File: src/rtl/aes_in_pack.sv
// Packs 32-bit words into 128-bit AES text blocks and queues up to NBLK of them.
// Latency: the block is presented on TextRaw the cycle after its 4th word is accepted, if the queue was empty.
// Backpressure: only a block-completing word stalls, while the queue is full; there is no Trdy->WrReady path.
module aes_in_pack #(
    parameter int NBLK   = 2,
    parameter bit LITTLE = 1'b0,
    localparam int AW    = $clog2(NBLK),
    localparam int LW    = AW + 1
) (
    input  logic          clk,
    input  logic          rst,
    input  logic          clr,
    input  logic [31:0]   WrData,
    input  logic          WrValid,
    input  logic          WrLast,
    output logic          WrReady,
    output logic [127:0]  TextRaw,
    output logic          TextLast,
    output logic          TextIrdy,
    input  logic          TextTrdy,
    output logic [LW-1:0] Level,
    output logic          Err
);

    logic [1:0]    wcnt_q, wcnt_d;
    logic [AW-1:0] wp_q, rp_q;
    logic [LW-1:0] level_q, level_d;
    logic          err_q, err_d;
    logic [127:0]  asm_q, asm_ins;
    logic [127:0]  buf_q [NBLK];
    logic [NBLK-1:0] last_q;
    logic [127:0]  hold_raw_q;
    logic          hold_last_q;
    logic [1:0]    lane;
    logic          wr_acc, push, pop;

    assign WrReady  = ~((wcnt_q == 2'd3) && (level_q == LW'(NBLK)));
    assign TextIrdy = (level_q != '0);
    assign wr_acc   = WrValid & WrReady;
    assign push     = wr_acc & (wcnt_q == 2'd3);
    assign pop      = TextIrdy & TextTrdy;
    assign lane     = LITTLE ? wcnt_q : 2'd3 - wcnt_q;

    // The incoming word merged into the assembly register, so a completing word is pushed directly.
    always_comb begin
        asm_ins = asm_q;
        asm_ins[{lane, 5'd0} +: 32] = WrData;
    end

    always_comb begin
        wcnt_d  = wr_acc ? wcnt_q + 2'd1 : wcnt_q;
        err_d   = err_q | (wr_acc & WrLast & (wcnt_q != 2'd3));
        level_d = level_q;
        case ({push, pop})
            2'b10:   level_d = level_q + LW'(1);
            2'b01:   level_d = level_q - LW'(1);
            default: level_d = level_q;
        endcase
    end

    // With the queue empty the outputs replay the last presented block rather than stale entries.
    assign TextRaw  = TextIrdy ? buf_q[rp_q]  : hold_raw_q;
    assign TextLast = TextIrdy ? last_q[rp_q] : hold_last_q;

    always_ff @(posedge clk or negedge rst) begin
        if (!rst) begin
            wcnt_q      <= '0;
            wp_q        <= '0;
            rp_q        <= '0;
            level_q     <= '0;
            err_q       <= 1'b0;
            asm_q       <= '0;
            last_q      <= '0;
            hold_raw_q  <= '0;
            hold_last_q <= 1'b0;
            for (int i = 0; i < NBLK; i++) begin
                buf_q[i] <= '0;
            end
        end else if (clr) begin
            wcnt_q  <= '0;
            wp_q    <= '0;
            rp_q    <= '0;
            level_q <= '0;
            err_q   <= 1'b0;
        end else begin
            wcnt_q  <= wcnt_d;
            level_q <= level_d;
            err_q   <= err_d;
            if (wr_acc) begin
                asm_q <= asm_ins;
            end
            if (push) begin
                buf_q[wp_q]  <= asm_ins;
                last_q[wp_q] <= WrLast;
                wp_q         <= wp_q + AW'(1);
            end
            if (pop) begin
                rp_q <= rp_q + AW'(1);
            end
            if (TextIrdy) begin
                hold_raw_q  <= buf_q[rp_q];
                hold_last_q <= last_q[rp_q];
            end
        end
    end

    assign Level = level_q;
    assign Err   = err_q;

endmodule

File: config.mk
export PLATFORM = sky130hd
export DESIGN_NAME = aes_in_pack
export DESIGN_NICKNAME = d
export VERILOG_FILES = /design/src/rtl/aes_in_pack.sv
export SDC_FILE = /design/constraint.sdc
export NUM_CORES = 1
export LEC_CHECK = 0
export CAP_MARGIN = 30
export CELL_PAD_IN_SITES_DETAIL_PLACEMENT = 2
export CELL_PAD_IN_SITES_GLOBAL_PLACEMENT = 2
export CORE_MARGIN = 2
export CORE_UTILIZATION = 35
export DETAILED_ROUTE_END_ITERATION = 8
export PLACE_DENSITY = 0.86
export SLEW_MARGIN = 0
export SYNTH_ARGS = -nofsm -noshare
export SYNTH_HDL_FRONTEND = slang
export SYNTH_SLANG_ARGS = --single-unit
File: constraint.sdc
create_clock -name clk -period 2 [get_ports clk]
set_input_delay 0.2 -clock clk [delete_from_list [all_inputs] [get_ports clk]]
set_output_delay 0.2 -clock clk [all_outputs]
set_load 0.02 [all_outputs]
==> impl_metrics.tcl <==
set metrics [dict create \
    run_status "complete, but fails checks" \
    failed_checks "setup timing" \
    relSlewSlack_pct 52.3 \
    area_growth_pct 45.9 \
    synth_top_area_share_pct 57.9 \
    rr_worst_depth 9 \
    worstSetupPathType "flop to output pin" \
    tns_ns -79.14 \
    place_ws_ns -0.244 \
    timing.rr.start "Level[0]$_DFFE_PN0P_" \
    drc_errors 0 \
    path_clk_slew_ns 0.07 \
    fmax_ghz 0.395 \
    via_per_inst 6.21 \
    grt_overflow_total 0 \
    cts_sinks 522 \
    drv_slew 0 \
    synth.net_count 2055 \
    fin_nets 2378 \
    required_ns 1.80 \
    cp.arrival_ns 2.33 \
    syn_avg_cell_area_um2 11.2 \
    yosys-top-cells-area "dfrtp_1, a2bb2oi_1, mux2i_1" \
    portBuffers 171 \
    drive_above_1_share_pct 39.4 \
    antenna_found_initial 10 \
    start_kind "flop" \
    io_pins 172 \
    rsz0062_at_grt "true" \
    period_share_pct 126 \
    r2r-end "buf_q[241]$_DFFE_PN0P_" \
    fp.dieArea_mm2 0.0665 \
    skew_ns 0.0299 \
    leakagePower_uw 0.0144 \
    endpoint "TextRaw[38]" \
    via_count 20100 \
    hold_path_class "primary input to async pin" \
    syn-cell-area_mm2 0.0226 \
    r2r_setup_slack_ns -0.28 \
    initial_core_util_pct 35.2 \
    drt_wl_total_um 120000 \
    worst_pin_slew_ns 0.709 \
    gp_congestion 0.793 \
    cts_buffers 57 \
    synth_cells 2013 \
    die_y_um 258 \
    grt_pass1_wl_um 146000 \
    htree_levels 2 \
    ys_seq_area_share_pct 57.9 \
    cts-root-buf "clkbuf_16" \
    dr.pass1.iters 7 \
    grt_max_degree 119 \
    finalHoldViolations 0 \
    vdd_drop_max_mv 0.593 \
    critPathLaunch "Level[0]$_DFFE_PN0P_" \
    grt_use_total_pct 29.0 \
    die_w_um 258 \
    row_count 93 \
    finalSetupViolCount 428 \
    setup_ws_ns -0.529 \
    cts_tree "built" \
    ys_types 38 \
    final_common_cell "dfrtp_1" \
    ant_nets 0 \
    layout_common_cells "dfrtp_1, nand2_1, buf_4" \
    synth_area_leader_cell "dfrtp_1" \
    fin_area_mm2 0.0329 \
    cts_buffer_depth 3 \
    wl_per_cell_um 37.2 \
    place_hpwl_um 55400 \
    core_area_mm2 0.0641 \
    period_minus_slack_ns 2.53 \
    drt_iter0_markers 1852 \
    clock_latency_ns 0.66 \
    synth_seq_cells 522 \
    worstPathMaxFanout 10 \
    drv_cap 0 \
    worst_setup_path_end_kind "output pin" \
    yosys_warnings 0 \
    grt_pass1_vias 21300 \
    p_per_area_mw_per_mm2 1010 \
    postPlaceCellArea_mm2 0.0266 \
]
==> power breakdown <==
part	leakage (uW)	internal, uW	switching, uW
logic	0.00659	3630	4190
clock network	0.000965	6440	5150
registers	0.00685	12100	1860
total	0.0144	22200	11200
==> layout make-up <==
class                   count  area (um^2)
fillers                  5929        31200
flip-flops and latches    522        13100
multi-input cells        1273        11200
repair buffers            442         5480
clock buffers              87         1760
well taps                 855         1070
clock inverters            16          169
inverters                  40          150
diodes                      2         5.00
==> through the flow <==
stage	hold WS, ns	util [%]	instances	total power, uW
after global placement	0.117	41.5	3042	18300
after global routing	0.104	51.3	3237	34200
after floorplan	-0.0956	-	2013	15900
after detailed placement	0.129	41.5	3042	18900
after CTS	0.0813	47.2	3174	30900
final	0.0707	51.3	3237	33400
==> sequential cells by signal (all words and copies together) (netlist names) <==
| name | count |
|---|---|
| Err | 1 |
| Level | 2 |
| asm_q | 128 |
| buf_q | 256 |
| hold_last_q | 1 |
| hold_raw_q | 128 |
| last_q | 2 |
| rp_q | 1 |
| wcnt_q | 2 |
| wp_q | 1 |
==> how the worst min path moves through the flow <==
stage / end / from / cells past startpoint / slack (ns)
2_1_floorplan: Err$_DFF_PN0_ / rst / 0 / -0.1
3_3_place_gp: hold_raw_q[127]$_DFFE_PN0N_ / rst / 1 / 0.12
3_5_place_dp: hold_raw_q[127]$_DFFE_PN0N_ / rst / 1 / 0.13
4_1_cts: wcnt_q[1]$_DFFE_PN0P_ / rst / 2 / 0.08
5_1_grt: wp_q$_DFFE_PN0P_ / rst / 2 / 0.10
6_report: hold_raw_q[127]$_DFFE_PN0N_ / rst / 2 / 0.07
==> worst max-delay path: stages (launching register included) <==
cell	delay [ns]
dfrtp_1	0.46
or2_4	0.41
buf_12	0.19
buf_16	0.15
nor2_1	0.23
a21oi_2	0.07
buf_4	0.17
==> cell families after synthesis <==
| group | synth area share (%) |
|---|---|
| and+or+nand+nor | 6.42 |
| adders and majority gates | 0.222 |
| DFF | 57.9 |
| AOI/OAI and AO/OA | 20.6 |
| buffers and inverters | 4.33 |
| muxes | 10.4 |
| xor gates and xnor gates | 0.0388 |
==> cells in the mapped netlist <==
master / n
nand3b_1: 1
or3_1: 2
o2bb2ai_1: 32
buf_2: 67
o21bai_1: 1
o21ai_0: 132
nand2_1: 198
o31ai_1: 2
buf_4: 9
nor2_1: 133
xor2_1: 1
mux2_2: 56
a21oi_1: 226
nor4_4: 2
nand2b_1: 1
buf_1: 4
and4_1: 1
ha_1: 4
a31oi_1: 3
buf_6: 5
nand3_1: 4
a2bb2oi_1: 192
a21o_1: 1
mux2i_1: 161
and2_1: 1
or2_2: 1
o2111ai_1: 1
a22o_1: 96
dfrtp_1: 522
nand4_1: 2
clkbuf_1: 94
nor2b_1: 4
inv_1: 39
inv_2: 1
nor4b_4: 1
mux2_1: 10
nor3_2: 2
nand2b_4: 1
==> per-layer routing <==
| layer | global-route usage (%) | share of wire (%) |
|---|---|---|
| met1 | 35.8 | 37 |
| met2 | 50.5 | 50 |
| met3 | 5.28 | 6.7 |
| met4 | 10.8 | 6.1 |
| met5 | 0 | 0.036 |
==> repair_timing <==
item / 4_1_cts / 5_1_grt
endpoints found under the hold margin: 340 / 0
cloned: 13 / 28
endpoints found under the setup margin: 394 / 523
resized for setup: 975 / 357
hold buffers: 1 / 0
pin swaps: 58 / 45
setup buffers: 17 / 41
(Power assumes the default switching activity.)
